<file path="config.mk">
export PLATFORM = sky130hd
export DESIGN_NAME = dummy_pipe
export DESIGN_NICKNAME = d
export VERILOG_FILES = /design/src/rtl/dummy_pipe.sv
export SDC_FILE = /design/constraint.sdc
export NUM_CORES = 1
export LEC_CHECK = 0
export BUFFER_PORTS_ARGS = -buffer_cell sky130_fd_sc_hd__buf_4
export CAP_MARGIN = 25
export CORE_MARGIN = 2
export CORE_UTILIZATION = 59
export CTS_CLUSTER_DIAMETER = 150
export DETAILED_ROUTE_END_ITERATION = 6
export PLACE_DENSITY_LB_ADDON = 0.1
export SYNTH_ARGS = -nofsm -noshare
export SYNTH_HDL_FRONTEND = slang
export SYNTH_SLANG_ARGS = --single-unit
</file>
<file path="constraint.sdc">
create_clock -name clk_i -period 2.45 [get_ports clk_i]
set_input_delay 0.49 -clock clk_i [delete_from_list [all_inputs] [get_ports clk_i]]
set_output_delay 0.49 -clock clk_i [all_outputs]
set_load 0.005 [all_outputs]
</file>
<file path="src/rtl/dummy_pipe.sv">
// dummy_pipe: elastic DEPTH-stage valid/ready register pipeline.
// Each accepted word is transformed on entry (pass / invert / increment /
// xor-accumulate), then walks the stages one per cycle whenever the stage
// ahead is free or draining. A saturating counter tallies output transfers.
// flush_i empties the pipeline and clears the accumulator and counter.
module dummy_pipe #(
  parameter int DATA_W = 128,
  parameter int DEPTH  = 2,
  parameter int CNT_W  = 16
) (
  input  logic              clk_i,
  input  logic              reset_n_i,
  input  logic              flush_i,
  input  logic [1:0]        mode_i,
  input  logic              valid_i,
  output logic              ready_o,
  input  logic [DATA_W-1:0] data_in_i,
  output logic              valid_o,
  input  logic              ready_i,
  output logic [DATA_W-1:0] data_out_o,
  output logic [CNT_W-1:0]  cnt_o
);

  localparam logic [1:0] MODE_PASS = 2'b00;
  localparam logic [1:0] MODE_INV  = 2'b01;
  localparam logic [1:0] MODE_INC  = 2'b10;
  localparam logic [1:0] MODE_XACC = 2'b11;

  localparam logic [CNT_W-1:0] CNT_MAX = {CNT_W{1'b1}};

  // Entry transform. For xor-accumulate the result is also the new
  // accumulator value, so the caller reuses it to update r_acc.
  function automatic logic [DATA_W-1:0] f_transform(
    input logic [1:0]        mode,
    input logic [DATA_W-1:0] x,
    input logic [DATA_W-1:0] acc
  );
    logic [DATA_W-1:0] y;
    case (mode)
      MODE_PASS: y = x;
      MODE_INV:  y = ~x;
      MODE_INC:  y = x + DATA_W'(1'b1);
      MODE_XACC: y = acc ^ x;
      default:   y = x;
    endcase
    return y;
  endfunction

  // Counter increment that sticks at all-ones instead of wrapping.
  function automatic logic [CNT_W-1:0] f_sat_inc(input logic [CNT_W-1:0] c);
    logic [CNT_W-1:0] n;
    if (c == CNT_MAX) begin
      n = c;
    end else begin
      n = c + CNT_W'(1'b1);
    end
    return n;
  endfunction

  // Stage state: index DEPTH-1 is the output stage.
  logic [DEPTH-1:0]  r_valid;
  logic [DATA_W-1:0] r_data [DEPTH];
  logic [DATA_W-1:0] r_acc;
  logic [CNT_W-1:0]  r_cnt;

  // w_rdy[k]: stage k may load this cycle; w_rdy[DEPTH] is the sink.
  logic [DEPTH:0]    w_rdy;
  logic              w_accept;
  logic              w_out_xfer;
  logic [DATA_W-1:0] w_stage0_data;

  // Ready chain: stage k can load if it or any stage downstream of it is
  // empty, or the sink is taking the output word. Written as a reduction per
  // stage so no signal feeds back into itself.
  always_comb begin
    logic t_rdy;
    w_rdy = '0;
    for (int k = 0; k <= DEPTH; k++) begin
      t_rdy = ready_i;
      for (int j = k; j < DEPTH; j++) begin
        t_rdy = t_rdy | ~r_valid[j];
      end
      w_rdy[k] = t_rdy;
    end
  end

  // Handshake qualifiers and the transformed input word.
  always_comb begin
    ready_o       = w_rdy[0] & ~flush_i;
    w_accept      = valid_i & ready_o;
    w_out_xfer    = r_valid[DEPTH-1] & ready_i;
    w_stage0_data = f_transform(mode_i, data_in_i, r_acc);
  end

  // Pipeline advance, accumulator and transfer counter; flush clears the
  // control state but leaves stage data alone.
  always_ff @(posedge clk_i or negedge reset_n_i) begin
    if (!reset_n_i) begin
      r_valid <= '0;
      for (int k = 0; k < DEPTH; k++) begin
        r_data[k] <= '0;
      end
      r_acc <= '0;
      r_cnt <= '0;
    end else if (flush_i) begin
      r_valid <= '0;
      r_acc   <= '0;
      r_cnt   <= '0;
    end else begin
      if (w_rdy[0]) begin
        r_valid[0] <= valid_i;
        if (valid_i) begin
          r_data[0] <= w_stage0_data;
        end
      end
      for (int k = 1; k < DEPTH; k++) begin
        if (w_rdy[k]) begin
          r_valid[k] <= r_valid[k-1];
          r_data[k]  <= r_data[k-1];
        end
      end
      if (w_accept && (mode_i == MODE_XACC)) begin
        r_acc <= w_stage0_data;
      end
      if (w_out_xfer) begin
        r_cnt <= f_sat_inc(r_cnt);
      end
    end
  end

  // Outputs come straight from the output stage registers.
  always_comb begin
    valid_o    = r_valid[DEPTH-1];
    data_out_o = r_data[DEPTH-1];
    cnt_o      = r_cnt;
  end

endmodule

</file>
# After elaboration in Yosys (flattened, before gate mapping)

Index checks and enable logic that the tools add are counted.

Memories kept: 0
Bits in latches: 0
Output and inout bits: 146
Register bits: 402
ROM bits: 0
Logic and storage cells: 42
Bits in writable memories: 0
Bits of input ports: 135

Shifts and indexed selects: 0
Equal/unequal tests: 5
Reduce and logical (&&, ||, !) cells: 9
Add/subtract/negate cells: 2
Bitwise logic cells: 11
$lt $le $gt $ge: 0
Divide/modulo/power cells: 0
$mul: 0
Muxes and demuxes: 9

Operators with widths:

| kind                      | number |
|---|---|
| $pmux W128 S4             | 1 |
| $mux W128                 | 2 |
| $add A128 B1 Y128 const B | 1 |
| $not A128 Y128            | 1 |
| $xor A128 B128 Y128       | 1 |
| $mux W16                  | 3 |
| $add A16 B1 Y16 const B   | 1 |
| $eq A16 B16 Y1 const B    | 1 |
| $reduce_bool A2 Y1        | 4 |
| $eq A2 B2 Y1 const B      | 2 |
| $reduce_and A2 Y1         | 2 |
| $and A1 B1 Y1             | 3 |
| $not A1 Y1                | 3 |
| $or A1 B1 Y1              | 3 |
| $reduce_and A3 Y1         | 1 |
| $eq A2 B1 Y1 const B      | 1 |
| $logic_not A2 Y1          | 1 |
| $mux W1                   | 2 |
| $mux W2                   | 1 |
| $ne A2 B2 Y1 const B      | 1 |
| $logic_and A1 B1 Y1       | 1 |

# Longest topological paths before layout

Gate-level depths: netlist of the first run.

Depth in word-level cells: 8
Depth in mapped cells: 9
Gate-level depth less buffers: 8

# Worst setup path before layout of the first run

No wires, ideal clock.

Kind: input to register
Start: input data_in_i[28]
End: register r_data[254] (netlist name)
Setup slack: -0.257 ns
Setup time: 0.129 ns
Stages on the path: 8
Arrival time: 2.578 ns
Cell sequence: buf_2 > nand4_2 > nor4_1 > nand4_1 > or4_1 > o21ai_1 > xnor2_1 > o21ai_1

Cells in the longest elaborated chain, start to end: 2

Ends and longest elaborated chain:

| element                         | RTL line | text |
|---|---|---|
| from (decl)                     | 17       | `input logic [DATA_W-1:0] data_in_i,` |
| $add A128 B1 Y128               | 42       | `MODE_INC: y = x + DATA_W'(1'b1);` |
| $pmux W128 S4                   | 39       | `case (mode)` |
| to (signal, indexed assignment) | 119      | `r_data[k] <= r_data[k-1];` |
| to (decl)                       | 62       | `logic [DATA_W-1:0] r_data [DEPTH];` |

Every way passes these cells.
A chain may end at the register's enable or synchronous reset.

# Worst setup path after layout of the first run

Start: input data_in_i[34]
End: register r_data[253] (netlist name)

Same word-level chain as after synthesis.

==> results of run 1 <==
power by group through the flow:
stage / Sequential (uW) / Clock, uW / Combinational, uW
2_1_floorplan: 7980 / 0 / 2210
3_3_place_gp: 8150 / 0 / 3280
3_5_place_dp: 8200 / 0 / 3370
4_1_cts: 8100 / 6910 / 3400
5_1_grt: 8210 / 7170 / 3700
6_report: 8100 / 6830 / 3400
flip-flops by register name, summed over array words and instances, names as in the netlist:
name and cells:
data_out_o 128, r_acc 128, cnt_o 16, r_data 128, r_valid 2
logic make-up after synthesis:
kind of cell / after synthesis
muxes: 141
DFF: 402
xor gates and xnor gates: 226
adders and majority gates: 2
AOI/OAI and AO/OA: 382
and+or+nand+nor: 824
buffers and inverters: 279
placed cells by master, fill, tap and decap left out, drive strengths merged, types with 6 or more instances in the layout:
cell type,n
nor2,204
o41ai,6
a31oi,14
o31ai,8
nor3,47
and3,35
xor2,154
nor4,39
nand4,66
mux2i,6
xnor2,72
a21oi,44
a21boi,7
a41oi,10
buf,628
and4,7
or3,14
nand3,108
o21a,17
a21o,9
inv,20
o21ai,205
o22ai,37
nor2b,8
clkbuf,68
dfrtp,402
or4,14
mux2,135
nand2,260
per-stage QoR:
step | instances | instance area, um2 | power (uW) | setup slack (ps)
2_1_floorplan | 2256 | 21400 | 10200 | -138
4_1_cts | 3166 | 27000 | 18400 | 101
3_3_place_gp | 3087 | 25500 | 11400 | -526
6_report | 3168 | 27000 | 18300 | 106
5_1_grt | 3167 | 27000 | 19100 | 2.48
3_5_place_dp | 3087 | 25500 | 11600 | -477
what timing repair did:
| item | CTS | global route |
|---|---|---|
| hold buffers | 1 | 0 |
| endpoints found under the setup margin | 0 | 4 |
| buffers inserted | 0 | 0 |
| hold endpoints to repair | 47 | 0 |
| gates resized for setup | 0 | 5 |
worst max-delay path, delay by kind of cell:
family | cells | cell delay [ps]
xor gates and xnor gates | 1 | 150
buffers and inverters | 1 | 120
AOI/OAI and AO/OA | 1 | 110
and+or+nand+nor | 5 | 1900
area by class of cell:
type,count,area [um2]
fill,2522,8540
clock inverter,10,133
sequential,402,10100
antenna,2,5.00
multi-input combinational,1575,9880
tap,461,577
clock buffer,68,1350
timing repair buffer,629,4940
inverter,21,78.8
how the worst max path moves through the flow:
stage | from | endpoint | slack [ps] | depth (start not counted)
after floorplan | data_in_i[96] | r_data[254] | -140 | 8
after CTS | data_in_i[5] | r_data[171] | 100 | 11
after global placement | data_in_i[5] | r_data[171] | -530 | 11
after detailed placement | data_in_i[34] | r_data[229] | -480 | 8
final | data_in_i[34] | r_data[253] | 110 | 8
after global routing | data_in_i[34] | r_data[253] | 2 | 8
layer usage:
metal  wire length [um]  share of wire
met3               6540          0.096
met1              27700           0.41
met4               2820          0.042
met5                 16        0.00024
met2              30900           0.45
==> impl_metrics.py, run 1 <==
metrics = {
    "timing": {
        "rsz0062_at_grt": "no",
        "slew_headroom": 0.511,
        "period_minus_slack_ps": 2340,
        "finalSetupTns_ps": 0,
        "setup_violations": 0,
        "max_freq_mhz": 427,
        "clock_skew_ps": 10.8,
        "holdWs_ps": 217,
        "slew_violations": 0,
        "tightest_slew_ps": 733,
        "finalHoldViolations": 0,
        "period_share": 0.957,
    },
    "cts": {
        "worstSkewPairLatency_ps": 570,
        "path_clk_slew_ps": 60,
        "htree_levels": 2,
        "cts_made_buffers": 44,
        "cts_tree": "yes",
        "cts_sinks": 402,
        "cts-root-buf": "clkbuf_16",
        "cts_max_path_buffers": 3,
    },
    "routing": {
        "drt_first_pass_iters": 5,
        "dr_total_vias": 19100,
        "wl_per_cell_um": 21.4,
        "dr.first_iter.drc_count": 1760,
        "ant_nets": 0,
        "drt_drc_violations_left": 0,
        "viasPerCell": 6.04,
        "wirelength_mm": 67.9,
    },
    "pwr": {
        "clkPwrFrac": 0.373,
        "ir_worst_vdd_v": 0.000676,
        "switching_share": 0.267,
        "cellLeakagePower_uw": 0.0123,
        "power_density_mw_per_mm2": 678,
        "net-switching-power_uw": 4900,
        "power_frac_comb": 0.185,
        "power_frac_seq": 0.442,
        "p_int_uw": 13400,
    },
    "synthesis": {
        "synth_xor_area_frac": 0.0929,
        "netlist_area_mm2": 0.0213,
        "async_flop_share": 1.00,
        "synth_edf_count": 0,
        "synthTopCellsByCount": "dfrtp_1 (402), nand2_1 (260), nor2_1 (204), o21ai_0 (203), xor2_1 (154)",
        "synthCells": 2256,
        "synth_simple_gate_area_frac": 0.183,
        "ys.flop_type": "dfrtp_1",
        "synth_warnings": 0,
        "netlist_top_cells_area": "dfrtp_1 (47%), mux2_2 (7.1%), xor2_1 (6.3%)",
        "synth.avg_cell_area_um2": 9.44,
        "synth_most_common_cell": "dfrtp_1",
        "synthMuxAreaShare": 0.0742,
        "yosysTopAreaCell": "dfrtp_1",
        "ys_seq_area_frac": 0.472,
        "synth_top_family_by_area": "simple AND/OR/NAND/NOR gates",
        "synthAdderAreaFrac": 0.00117,
        "synth-seq-cells": 402,
        "synth_cell_types": 60,
        "synth_compound_area_frac": 0.105,
        "synth.top_cell.area_share": 0.472,
        "synth_nets": 2393,
    },
    "worst_hold_path": {
        "hp-class": "in -> reg",
        "min-delay-start": "data_in_i[127]",
        "holdPathEnd": "r_data[255]",
        "whs_path_depth": 2,
    },
    "floorplanning": {
        "die_w_um": 194,
        "fp.dieH_um": 194,
        "ios": 281,
        "rows": 69,
        "core_mm2": 0.0356,
        "start_util": 0.599,
        "die_area_mm2": 0.0376,
    },
    "global_route": {
        "grt_pass1_wl_mm": 107,
        "use_met1": 0.488,
        "antenna_found_initial": 3,
        "grt.busiest_layer": "met2",
        "gr-total-overflow": 0,
        "grt_max_degree": 72,
        "track_usage": 0.362,
        "use_met2": 0.559,
        "first_global_vias": 19200,
        "use_met3": 0.0915,
    },
    "worst_setup_path": {
        "arrival_ps": 2780,
        "slowest_stage": "or4_4",
        "reg2reg_slack_ps": 180,
        "path_class": "in -> reg",
        "required_ps": 2890,
        "critical_path.max_fanout": 4,
        "startpoint_type": "primary input",
        "ff2ff_path_depth": 9,
        "reg2reg_from": "r_valid[1]",
        "worstSetupEndpointType": "flop",
        "max_stage_delay_ps": 610,
        "cp_cell_sequence": "buf_4, nand4_1, or4_4, or2_0, or4_4, nor4_2, xnor2_1, o22ai_1",
        "worstReg2RegEnd": "r_acc[53]",
        "crit_top_cell": "or4_4",
    },
    "place": {
        "place_congestion": 0.966,
        "port_buffers": 280,
        "place_hpwl_mm": 48.9,
    },
    "outcome": {
        "status": "completed",
    },
    "run": {
        "maxCapViolations": 0,
    },
    "layout": {
        "nets": 2810,
        "area_delta_synth_final_pct": 26.9,
        "layout-drive-gt1-share": 0.321,
        "final_util": 0.760,
    },
}
Note: power is estimated with default switching activity, not from simulation.
==> run 2: changes to the inputs <==
- PLACE_DENSITY: not set -> 0.83
- PLACE_DENSITY_LB_ADDON: 0.1 -> not set
- SKIP_LAST_GASP: not set -> 1
==> impl_metrics.py, run 2 (synthesized netlist as in run 1, its figures left out) <==
metrics = {
    "cts": {
        "cts-root-buf": "clkbuf_16",
        "cts_max_path_buffers": 3,
        "cts_made_buffers": 42,
        "path_clk_slew_ps": 60,
        "worstSkewPairLatency_ps": 560,
        "cts_sinks": 402,
        "cts_tree": "yes",
        "htree_levels": 2,
    },
    "timing": {
        "rsz0062_at_grt": "no",
        "holdWs_ps": 223,
        "clock_skew_ps": 22.8,
        "tightest_slew_ps": 777,
        "period_share": 0.964,
        "period_minus_slack_ps": 2360,
        "finalHoldViolations": 0,
        "slew_headroom": 0.482,
        "slew_violations": 0,
        "max_freq_mhz": 423,
        "setup_violations": 0,
    },
    "worst_setup_path": {
        "required_ps": 2900,
        "path_class": "in -> reg",
        "startpoint_type": "primary input",
        "arrival_ps": 2810,
        "critical_path.max_fanout": 6,
        "worstSetupEndpointType": "flop",
        "reg2reg_from": "r_valid[1]",
        "startpoint": "data_in_i[23]",
    },
    "floorplanning": {
        "die_w_um": 194,
        "fp.dieH_um": 194,
        "ios": 281,
        "rows": 69,
        "core_mm2": 0.0356,
        "die_area_mm2": 0.0376,
        "start_util": 0.599,
    },
    "layout": {
        "final_util": 0.756,
        "mostFrequentLayoutCell": "buf_4",
        "nets": 2798,
        "layout-drive-gt1-share": 0.317,
        "final_cell_mix": "buf_4 (602), dfrtp_1 (402), nand2_1 (258)",
        "area_delta_synth_final_pct": 26.2,
        "fin_cells": 3156,
    },
    "global_route": {
        "grt_max_degree": 73,
        "gr-total-overflow": 0,
        "track_usage": 0.373,
        "grt_pass1_wl_mm": 112,
        "antenna_found_initial": 3,
        "first_global_vias": 20000,
    },
    "run": {
        "maxCapViolations": 0,
    },
    "pwr": {
        "power_frac_seq": 0.441,
        "clkPwrFrac": 0.372,
        "ir_worst_vdd_v": 0.000641,
        "power_frac_comb": 0.186,
        "p_int_uw": 13400,
        "cellLeakagePower_uw": 0.0122,
        "finalPower_uw": 18500,
        "power_density_mw_per_mm2": 687,
        "net-switching-power_uw": 5030,
        "switching_share": 0.273,
    },
    "routing": {
        "viasPerCell": 6.26,
        "dr_total_vias": 19800,
        "dr.first_iter.drc_count": 2585,
        "wirelength_mm": 70.5,
        "drt_first_pass_iters": 6,
        "wl_per_cell_um": 22.3,
        "drt_drc_violations_left": 0,
        "ant_nets": 0,
    },
    "worst_hold_path": {
        "min-delay-start": "data_in_i[127]",
        "hp-class": "in -> reg",
    },
    "place": {
        "port_buffers": 280,
        "place_congestion": 0.972,
        "dpl.cell_count": 3077,
        "place_hpwl_mm": 49.8,
    },
    "outcome": {
        "status": "completed",
    },
}
-- run 2: cell types whose count changed in the layout (fill, tap and decap cells not counted), moves of 3 or more --
cell,before,now
nor4_2,10,7
bufinv_16,3,6
clkbuf_8,14,8
nor4_1,25,29
clkinv_2,4,7
buf_4,610,602
inv_6,0,3
clkinvlp_4,3,0
-- run 2: path summary, 6_finish.rpt --
path	end	slack (ps)	cells past startpoint
setup / recovery	r_data[245]	90	9
hold / removal	r_acc[127]	220	3
setup reg to reg	r_acc[97]	210	8
hold reg to reg	r_data[167]	470	2
max in group asynchronous	data_out_o[57]	1180	3
min in group asynchronous	r_data[132]	480	2
-- run 2: power groups by stage --
| stage | combinational (uW) | clock (uW) | sequential [uW] |
|---|---|---|---|
| 2_1_floorplan | 2210 | 0 | 7980 |
| 3_3_place_gp | 3260 | 0 | 8170 |
| 3_5_place_dp | 3380 | 0 | 8240 |
| 4_1_cts | 3430 | 6890 | 8140 |
| 5_1_grt | 3710 | 7150 | 8240 |
| 6_report | 3440 | 6870 | 8150 |
-- run 2: per-stage QoR --
stage / setup TNS [ps] / setup WS, ps / cell area, um2
finish: 0 / 87.8 / 26900
floorplan: -704 / -138 / 21400
global placement: -13970 / -327 / 25400
CTS: 0 / 182 / 26900
detailed placement: -17840 / -426 / 25400
global route: 0 / 20.1 / 26900
-- run 2: area by class of cell --
| cell class | count | area, um2 |
|---|---|---|
| inverter | 21 | 78.8 |
| clock inverter | 17 | 250 |
| timing repair buffer | 619 | 4840 |
| antenna | 3 | 7.51 |
| clock buffer | 58 | 1210 |
| tap | 461 | 577 |
| multi-input combinational | 1575 | 9850 |
| sequential | 402 | 10100 |
| fill | 2345 | 8690 |
-- run 2: layer usage --
layer  track usage  wire (um)  share of wire
met1         0.496      26700           0.38
met2         0.584      32200           0.46
met3        0.0786       7600           0.11
met4         0.187       4030          0.057
met5             0         12        0.00017
-- run 2: critical path, cell delays in order --
cell and delay, ps:
buf_4 90, nand3_1 230, nor4_4 340, nand4_1 130, buf_4 190, nor4_1 510
nor4b_2 370, xor2_1 130, a221o_1 330
-- run 2: what timing repair did --
item | in CTS | in global routing
setup endpoints to repair | 0 | 1
hold endpoints to repair | 48 | 0
resized for setup | 0 | 1
hold buffers | 1 | 0
setup buffers | 0 | 0
